==> src/rtl/control_setare_pkg.sv <==
// Shared state encoding, field codes and limits for the time-setting controller.
package pkg_ceas;

    typedef enum logic [1:0] {
        REPAUS     = 2'd0,
        SET_ORE    = 2'd1,
        SET_MINUTE = 2'd2,
        SCRIE      = 2'd3
    } stare_t;

    localparam logic [4:0] ORE_MAX    = 5'd23;
    localparam logic [5:0] MINUTE_MAX = 6'd59;

    localparam logic [1:0] CAMP_NIMIC  = 2'b00;
    localparam logic [1:0] CAMP_ORE    = 2'b01;
    localparam logic [1:0] CAMP_MINUTE = 2'b10;

    // Hours step with wrap 23 -> 0.
    function automatic logic [4:0] urm_ore(input logic [4:0] v);
        return (v == ORE_MAX) ? 5'd0 : v + 5'd1;
    endfunction

    // Minutes step with wrap 59 -> 0.
    function automatic logic [5:0] urm_minute(input logic [5:0] v);
        return (v == MINUTE_MAX) ? 6'd0 : v + 6'd1;
    endfunction

    // Out-of-range live values are captured as 0.
    function automatic logic [4:0] limit_ore(input logic [4:0] v);
        return (v > ORE_MAX) ? 5'd0 : v;
    endfunction

    function automatic logic [5:0] limit_minute(input logic [5:0] v);
        return (v > MINUTE_MAX) ? 6'd0 : v;
    endfunction

endpackage

==> src/rtl/detector_front.sv <==
// Rising-edge detector: one-cycle pulse when the input goes 0 -> 1.
module detector_front (
    input  logic clock,
    input  logic reset,
    input  logic semnal,
    output logic puls
);

    logic semnal_q;
    logic semnal_d;

    // Next value of the history register is simply the current level.
    always_comb begin
        semnal_d = semnal;
    end

    // History register with synchronous reset.
    always_ff @(posedge clock) begin
        if (reset) semnal_q <= 1'b0;
        else       semnal_q <= semnal_d;
    end

    // Pulse is combinational so the action lands on the same edge.
    always_comb begin
        puls = semnal & ~semnal_q;
    end

endmodule

==> src/rtl/control_setare.sv <==
// Time-setting controller: snapshot live time, edit hours then minutes,
// commit with a one-cycle load pulse, abandon on inactivity.
module control_setare
    import pkg_ceas::*;
#(
    parameter int unsigned TIMEOUT_CICLI = 30000000,
    parameter int unsigned CLIPIRE_CICLI = 12500000,
    parameter int unsigned LATIME_CNT    = 25
) (
    input  logic       clock,
    input  logic       reset,
    input  logic       buton_mod,
    input  logic       buton_plus,
    input  logic [4:0] ore,
    input  logic [5:0] minute,
    output logic [4:0] ore_setare,
    output logic [5:0] minute_setare,
    output logic       semnal_setare,
    output logic       incarca,
    output logic [1:0] camp_activ,
    output logic       clipire
);

    localparam logic [LATIME_CNT-1:0] TIMEOUT_ULTIM = LATIME_CNT'(TIMEOUT_CICLI - 1);
    localparam logic [LATIME_CNT-1:0] CLIPIRE_ULTIM = LATIME_CNT'(CLIPIRE_CICLI - 1);
    localparam logic [LATIME_CNT-1:0] UNU           = LATIME_CNT'(1);

    logic apasare_mod;
    logic apasare_plus;

    stare_t                stare_q, stare_d;
    logic [4:0]            ore_setare_q, ore_setare_d;
    logic [5:0]            minute_setare_q, minute_setare_d;
    logic                  semnal_setare_q, semnal_setare_d;
    logic                  incarca_q, incarca_d;
    logic [1:0]            camp_activ_q, camp_activ_d;
    logic                  clipire_q, clipire_d;
    logic [LATIME_CNT-1:0] cnt_timeout_q, cnt_timeout_d;
    logic [LATIME_CNT-1:0] cnt_clipire_q, cnt_clipire_d;

    detector_front u_front_mod (
        .clock  (clock),
        .reset  (reset),
        .semnal (buton_mod),
        .puls   (apasare_mod)
    );

    detector_front u_front_plus (
        .clock  (clock),
        .reset  (reset),
        .semnal (buton_plus),
        .puls   (apasare_plus)
    );

    // Next-state, value edits, timeout/blink counters and registered outputs.
    always_comb begin
        stare_d         = stare_q;
        ore_setare_d    = ore_setare_q;
        minute_setare_d = minute_setare_q;
        cnt_timeout_d   = '0;
        cnt_clipire_d   = '0;
        clipire_d       = 1'b0;

        unique case (stare_q)
            REPAUS: begin
                if (apasare_mod) begin
                    stare_d         = SET_ORE;
                    ore_setare_d    = limit_ore(ore);
                    minute_setare_d = limit_minute(minute);
                end
            end
            SET_ORE, SET_MINUTE: begin
                // Priority: mod, then plus, then timeout, then idle counting.
                if (apasare_mod) begin
                    stare_d = (stare_q == SET_ORE) ? SET_MINUTE : SCRIE;
                end else if (apasare_plus) begin
                    if (stare_q == SET_ORE) ore_setare_d    = urm_ore(ore_setare_q);
                    else                    minute_setare_d = urm_minute(minute_setare_q);
                end else if (cnt_timeout_q == TIMEOUT_ULTIM) begin
                    stare_d = REPAUS;
                end else begin
                    cnt_timeout_d = cnt_timeout_q + UNU;
                    clipire_d     = clipire_q;
                    if (cnt_clipire_q == CLIPIRE_ULTIM) begin
                        clipire_d = ~clipire_q;
                    end else begin
                        cnt_clipire_d = cnt_clipire_q + UNU;
                    end
                end
            end
            SCRIE: begin
                stare_d = REPAUS;
            end
            default: begin
                stare_d = REPAUS;
            end
        endcase

        semnal_setare_d = (stare_d != REPAUS);
        incarca_d       = (stare_d == SCRIE);
        unique case (stare_d)
            SET_ORE:    camp_activ_d = CAMP_ORE;
            SET_MINUTE: camp_activ_d = CAMP_MINUTE;
            default:    camp_activ_d = CAMP_NIMIC;
        endcase
    end

    // State and output registers with synchronous reset.
    always_ff @(posedge clock) begin
        if (reset) begin
            stare_q         <= REPAUS;
            ore_setare_q    <= '0;
            minute_setare_q <= '0;
            semnal_setare_q <= 1'b0;
            incarca_q       <= 1'b0;
            camp_activ_q    <= CAMP_NIMIC;
            clipire_q       <= 1'b0;
            cnt_timeout_q   <= '0;
            cnt_clipire_q   <= '0;
        end else begin
            stare_q         <= stare_d;
            ore_setare_q    <= ore_setare_d;
            minute_setare_q <= minute_setare_d;
            semnal_setare_q <= semnal_setare_d;
            incarca_q       <= incarca_d;
            camp_activ_q    <= camp_activ_d;
            clipire_q       <= clipire_d;
            cnt_timeout_q   <= cnt_timeout_d;
            cnt_clipire_q   <= cnt_clipire_d;
        end
    end

    // Drive ports straight from the output registers.
    always_comb begin
        ore_setare    = ore_setare_q;
        minute_setare = minute_setare_q;
        semnal_setare = semnal_setare_q;
        incarca       = incarca_q;
        camp_activ    = camp_activ_q;
        clipire       = clipire_q;
    end

endmodule
==> config.mk <==
export PLATFORM = sky130hd
export DESIGN_NAME = control_setare
export DESIGN_NICKNAME = d
export VERILOG_FILES = /design/src/rtl/control_setare_pkg.sv /design/src/rtl/detector_front.sv /design/src/rtl/control_setare.sv
export SDC_FILE = /design/constraint.sdc
export NUM_CORES = 1
export LEC_CHECK = 0
export BUFFER_PORTS_ARGS = -buffer_cell sky130_fd_sc_hd__buf_2
export CAP_MARGIN = 40
export CORE_UTILIZATION = 45
export CTS_CLUSTER_DIAMETER = 150
export DETAILED_ROUTE_END_ITERATION = 16
export PLACE_DENSITY = 0.72
export SLEW_MARGIN = 20
export SYNTH_ARGS = -nofsm -noshare
export SYNTH_HDL_FRONTEND = slang
export SYNTH_SLANG_ARGS = --single-unit
==> constraint.sdc <==
create_clock -name clock -period 5.4 [get_ports clock]
set_input_delay 0.54 -clock clock [delete_from_list [all_inputs] [get_ports clock]]
set_output_delay 0.54 -clock clock [all_outputs]
set_load 0.02 [all_outputs]
* Word-level counts from Yosys, hierarchy flattened *
Index checks and enable logic that the tools add are counted.

word-level totals
  register bits after elaboration = 70
  latch bits = 0
  memory bits (writable) = 0
  bits in read-only memories = 0
  logic and storage cells = 67
  memories kept = 0

cells by class
  add/sub/neg operators = 4
  multipliers = 0
  div/mod/pow operators = 0
  $lt $le $gt $ge = 2
  equal/unequal tests = 15
  shift-type cells = 0
  muxes and demuxes = 21
  bitwise operators = 6
  reductions and logical operators = 8

operator list
  cell                     number
  $add A25 B1 Y25 const B  2
  $mux W6                  6
  $mux W5                  6
  $eq A25 B24 Y1 const B   1
  $eq A25 B25 Y1 const B   1
  $pmux W6 S2              1
  $ne A2 B2 Y1 const B     5
  $pmux W5 S2              1
  $reduce_and A5 Y1        2
  $eq A2 B2 Y1 const B     4
  $mux W2                  4
  $add A6 B1 Y6 const B    1
  $eq A6 B6 Y1 const B     1
  $gt A6 B6 Y1 const B     1
  $pmux W2 S3              1
  $reduce_or A6 Y1         1
  $add A5 B1 Y5 const B    1
  $eq A5 B5 Y1 const B     1
  $gt A5 B5 Y1 const B     1
  $reduce_or A5 Y1         1
  $eq A2 B1 Y1 const B     2
  $not A1 Y1               4
  $pmux W2 S2              1
  $reduce_bool A2 Y1       2
  other kinds (4)          5

* Longest topological paths before layout *
  depth in word-level cells = 7
  depth in mapped cells = 9
  gate-level depth less buffers = 7

* Cells and area by module *
Synthesis repeated with hierarchy kept, for this count alone.

second synthesis, totals
  cells, all modules = 402
  area, all modules = 3557.2 µm²

modules (own cells, without submodules)
  module          times used  cells each  area each (µm²)  sequential area each (µm²)
  control_setare  1           396         3462.1           1361.3
  detector_front  2           3           47.5             20.0

* Worst setup path after synthesis *
No wires, ideal clock.

  path kind = register -> register
  start = reg stare_q[0]
  end = reg minute_setare_q[2] (netlist: minute_setare[2])
  library setup time = 0.128 ns
  data arrival time = 1.955 ns
  data required time = 5.272 ns
  slack = 3.317 ns
  stages on the path, launching flop included = 10
  path buffers = 2
  period minus slack after synthesis = 2.083 ns
  cells stage by stage = dfxtp_1 -> inv_1 -> ha_1 -> clkbuf_2 -> or4bb_1 -> o31ai_2 -> buf_2 -> o21ai_0 -> a22oi_1 -> nor2_1

on the way
  word-level cells in the longest chain between the ends = 4

ends and longest elaborated chain
  element                                                              line                                        source
  start, declared                                                      control_setare.sv:31                        stare_t stare_q, stare_d;
  start signal, assigned                                               control_setare.sv:121                       stare_q <= stare_d;
  $eq A2 B1 Y1 / $eq A2 B2 Y1 (equally long branches)                  control_setare.sv:64, control_setare.sv:77
  $reduce_or A2 Y1                                                     control_setare.sv:64                        unique case (stare_q)
  $ne A2 B2 Y1 (no line) / $reduce_bool A2 Y1 (equally long branches)  --
  $reduce_and A5 Y1 (no line)                                          --
  end signal, assigned                                                 control_setare.sv:123                       minute_setare_q <= minute_setare_d;
  end, declared                                                        control_setare.sv:33                        logic [5:0] minute_setare_q, minute_setare_d;

Parallel ways exist; a longest one is shown, timed or not.
A chain may end at the register's enable or synchronous reset.

* Final worst setup path *
Same ends and word-level chain as after synthesis.

==> impl_summary.txt <==
----------------------------------------------------
[Status]
  Status ... finished, final reports clean

[STA]
  Transition at the pin with the smallest max-transition slack ... 849 ps
  Final setup fails ... 0
  Shortest clock period the worst path allows after layout ... 2720 ps
  Number of max-slew violations in the final report ... 0
  Setup repair after global routing missed its margin ... no
  Max-slew headroom ... 42.9%
  Worst setup skew after layout ... 12.7 ps
  Period utilisation layout ... 50.4%
  Highest achievable clock rate ... 0.368 GHz
  Final hold violation count ... 0
  Final TNS setup ... 0 ps

[Setup path]
  Critical path start-end classification ... reg2reg
  CP Data Arrival Time ... 2960 ps
  Element type at the critical path start ... flop
  Reg2Reg Capture Point ... minute_setare[2]$_SDFFE_PP0P_
  Req. time, crit path ... 5640 ps
  Worst reg2reg startpoint ... stare_q[0]$_SDFF_PP0_
  Number of cells traversed by the worst register-to-register path ... 7
  Sort of element at the end of the critical path ... flop
  Critical Path, Cell by Cell ... inv_1 -> ha_1 -> or4bb_1 -> o31ai_2 -> o21ai_0 -> a22oi_1 -> nor2_1
  Critical Path Fanout Max ... 17
  Register-to-register setup slack ... 2680 ps
  Slowest CP cell ... sky130_fd_sc_hd__o31ai_2
  Biggest cell delay along the critical path ... 620 ps

[Power and ir drop]
  Leakage power ... around 1.3 nW
  Power density over the cells ... 299 nW/um2
  Part of the total power dissipated in combinational logic ... 12.0%
  Switching power ... 0.306 mW
  P_int ... 0.795 mW
  Part of the power in the clock network ... 38.2%
  Switching part of the total ... 27.8%
  Highest ir drop seen on vdd ... 0.169 mV
  Proportion of power drawn by flip-flops and latches ... 49.8%

[Clock network]
  Number of post-CTS setup repair buffers ... 0
  Clock tree from TritonCTS ... yes
  Clock sink total ... 70
  Resize count post-CTS ... 0
  Cts hold-fix bufs ... 0
  Clock-pin slew on the worst setup and hold paths ... approximately 80 ps
  Clock Root Buffer ... sky130_fd_sc_hd__clkbuf_8
  Clock latency of the later-clocked register in the worst-skew pair ... 350 ps
  Number of levels in the clock H-tree ... 3
  Bufs on Longest Clock Path ... 2
  Inserted Clock Buffers ... 9

[Global routing]
  First-pass GRT wire length ... between 10000 and 15000 um
  GRT busiest layer ... met2
  Global routing usage on met2 ... 28.7%
  Gr ovfl total ... 0
  Antenna violations before repair ... 0
  Number of global-route vias before repair ... between 2000 and 3000
  Largest net degree at the start of global routing ... 26
  All-Layer GR Usage ... between 10% and 20%
  Routing usage on met1 ... 21.9%
  Met3 usage in global routing ... 4.81%

[Synth]
  Post-Synthesis Cell Area ... roughly 3300 um2
  Number of flops mapped to enable cells by yosys ... 0
  Flip-flop and latch count after synthesis ... 70
  YS warnings ... 0
  Post-Syn Area per Cell ... slightly below 9 um2
  Net count of the mapped netlist ... around 400
  Number of distinct standard cells referenced by the synthesized netlist ... 49
  Share of flip-flops with an asynchronous set or reset after synthesis ... 0%
  Commonest register cell after synthesis ... sky130_fd_sc_hd__dfxtp_1
  Sequential fraction of the synthesis area ... a little over two fifths
  Post-Syn Instances ... ~380

[Drt]
  Iteration-0 DRC Markers ... 119
  Vias per cell ... 5.30
  First drt pass iteration count ... 4
  Final antenna-violating net count ... 0
  DRC viols ... 0
  Drt total wl ... 6190 um
  Via Count ... 2693
  Routed length per instance ... 12.2 um

[Final layout]
  Area added between synthesis and finish ... 11.3%
  Commonest non-fill, non-tap cell in the layout ... sky130_fd_sc_hd__dfxtp_1
  N_diodes ... 0
  Most used cells in the layout excluding fill and tap cells ... 70 x sky130_fd_sc_hd__dfxtp_1, 66 x sky130_fd_sc_hd__nor2_1, 30 x sky130_fd_sc_hd__buf_2
  Total number of nets in the final design ... 428
  Design Area, Final ... 3690 um2
  Share of cells above drive strength 1 ... 13.3%

[Floorplan]
  Effective utilization at floorplan ... a little under half
  Die boundary height ... roughly 90 um
  Ports ... 31
  Chip Width ... roughly 88 um
  Rows ... 30
  Die area ... 7700 um2
  Core area ... 6940 um2

[Placement]
  Half-perimeter wire length after placement ... 4200 um
  Port-buffer cells ... 30
  Routability cong. ... 0.779
  Placed instance area ... 3490 um2

[Min path]
  End point of the worst hold path ... u_front_mod.semnal_q$_SDFF_PP0_
  Hold Path Stages ... 2
  Min-Delay Startpoint ... buton_mod
  Hold WC Path Type ... in2reg

[Flow run]
  Max-capacitance violation count ... 0

----------------------------------------------------
per-stage QoR:
step                      std cells  hold WS, ps  util (%)  worst slack [ps]  power (mW)
final                           508          436      53.1              2680        1.10
after global routing            508          458      53.1              2410        1.15
after CTS                       508          428      53.1              2680        1.11
after detailed placement        492          445      50.2              2690       0.692
after global placement          492          427      50.2              2760       0.689
after floorplan                 381          412         -              3320       0.659
cells by family after synthesis:
| group | Yosys count | synth area share [%] |
|---|---|---|
| flops | 70 | 42.3 |
| compound gates | 32 | 6.84 |
| buf+inv | 22 | 3.63 |
| simple gates | 202 | 32.0 |
| xor+xnor | 49 | 13.0 |
| fa+ha+maj | 6 | 2.27 |
cells in the mapped netlist, types with 2 or more instances:
library cell,count,area share [%]
sky130_fd_sc_hd__a211oi_1,3,0.68
sky130_fd_sc_hd__a21o_1,2,0.45
sky130_fd_sc_hd__a21oi_1,7,1.1
sky130_fd_sc_hd__a22oi_1,4,0.91
sky130_fd_sc_hd__and2_1,3,0.57
sky130_fd_sc_hd__and3_1,13,2.5
sky130_fd_sc_hd__and4_1,6,1.6
sky130_fd_sc_hd__buf_2,2,0.30
sky130_fd_sc_hd__buf_6,4,1.4
sky130_fd_sc_hd__clkbuf_1,7,0.79
sky130_fd_sc_hd__dfxtp_1,70,42
sky130_fd_sc_hd__ha_1,6,2.3
sky130_fd_sc_hd__inv_1,7,0.79
sky130_fd_sc_hd__nand2_1,28,3.2
sky130_fd_sc_hd__nand2b_1,2,0.38
sky130_fd_sc_hd__nand3_1,24,3.6
sky130_fd_sc_hd__nand4_1,12,2.3
sky130_fd_sc_hd__nand4b_1,3,0.79
sky130_fd_sc_hd__nor2_1,66,7.5
sky130_fd_sc_hd__nor2b_1,3,0.57
sky130_fd_sc_hd__nor3_1,17,2.6
sky130_fd_sc_hd__nor3b_1,3,0.68
sky130_fd_sc_hd__nor4_1,5,0.94
sky130_fd_sc_hd__nor4b_1,3,0.79
sky130_fd_sc_hd__nor4bb_1,2,0.60
sky130_fd_sc_hd__o211a_1,2,0.60
sky130_fd_sc_hd__o21ai_0,5,0.76
sky130_fd_sc_hd__o22ai_1,2,0.38
sky130_fd_sc_hd__o31ai_2,2,0.76
sky130_fd_sc_hd__or4_1,2,0.45
sky130_fd_sc_hd__xnor2_1,20,5.3
sky130_fd_sc_hd__xor2_1,29,7.7
area by class of cell:
type	instances	area, um2
Fill cell	664	3260
Clock buffer	9	124
Clock inverter	7	75.1
Timing Repair Buffer	30	150
Sequential cell	70	1400
Tap cell	96	120
Inverter	7	26.3
Multi-Input combinational cell	289	1790
flip-flops by register name, indices dropped and copies added (netlist names):
signal and count:
cnt_timeout_q 25, ore_setare 5, u_front_mod.semnal_q 1, cnt_clipire_q 25, camp_activ 2, incarca 1
stare_q 2, u_front_plus.semnal_q 1, minute_setare 6, clipire 1, semnal_setare 1
power by group through the flow:
stage          combinational [mW]  clock (mW)  sequential (mW)
2_1_floorplan              0.0849           0            0.574
3_3_place_gp                0.130           0            0.559
3_5_place_dp                0.132           0            0.560
4_1_cts                     0.133       0.432            0.548
5_1_grt                     0.150       0.452            0.551
6_report                    0.133       0.420            0.548
metal layers:
layer  wire length [um]  part of all wire [%]
met5                  0                     0
met4                104                   1.7
met3                217                   3.5
met2               2770                    45
met1               3100                    50
worst max-delay path by stage:
stage | start | end | slack (ps) | cells past startpoint
after floorplan | stare_q[0]$_SDFF_PP0_ | minute_setare[2]$_SDFFE_PP0P_ | 3320 | 9
after global placement | stare_q[0]$_SDFF_PP0_ | minute_setare[4]$_SDFFE_PP0P_ | 2760 | 7
after detailed placement | stare_q[0]$_SDFF_PP0_ | minute_setare[2]$_SDFFE_PP0P_ | 2690 | 7
after CTS | stare_q[0]$_SDFF_PP0_ | minute_setare[2]$_SDFFE_PP0P_ | 2680 | 7
after global routing | stare_q[0]$_SDFF_PP0_ | minute_setare[4]$_SDFFE_PP0P_ | 2410 | 7
final | stare_q[0]$_SDFF_PP0_ | minute_setare[2]$_SDFFE_PP0P_ | 2680 | 7
worst max-delay path, delay by kind of cell (launching register included):
kind                     cells  cell delay (ps)
adder cells (fa/ha/maj)      1              600
AND/OR/NAND/NOR              2              590
flip-flops                   1              360
buffers and inverters        1               50
AO/OA/AOI/OAI                3             1000
Power figures use the tool's default switching activity.
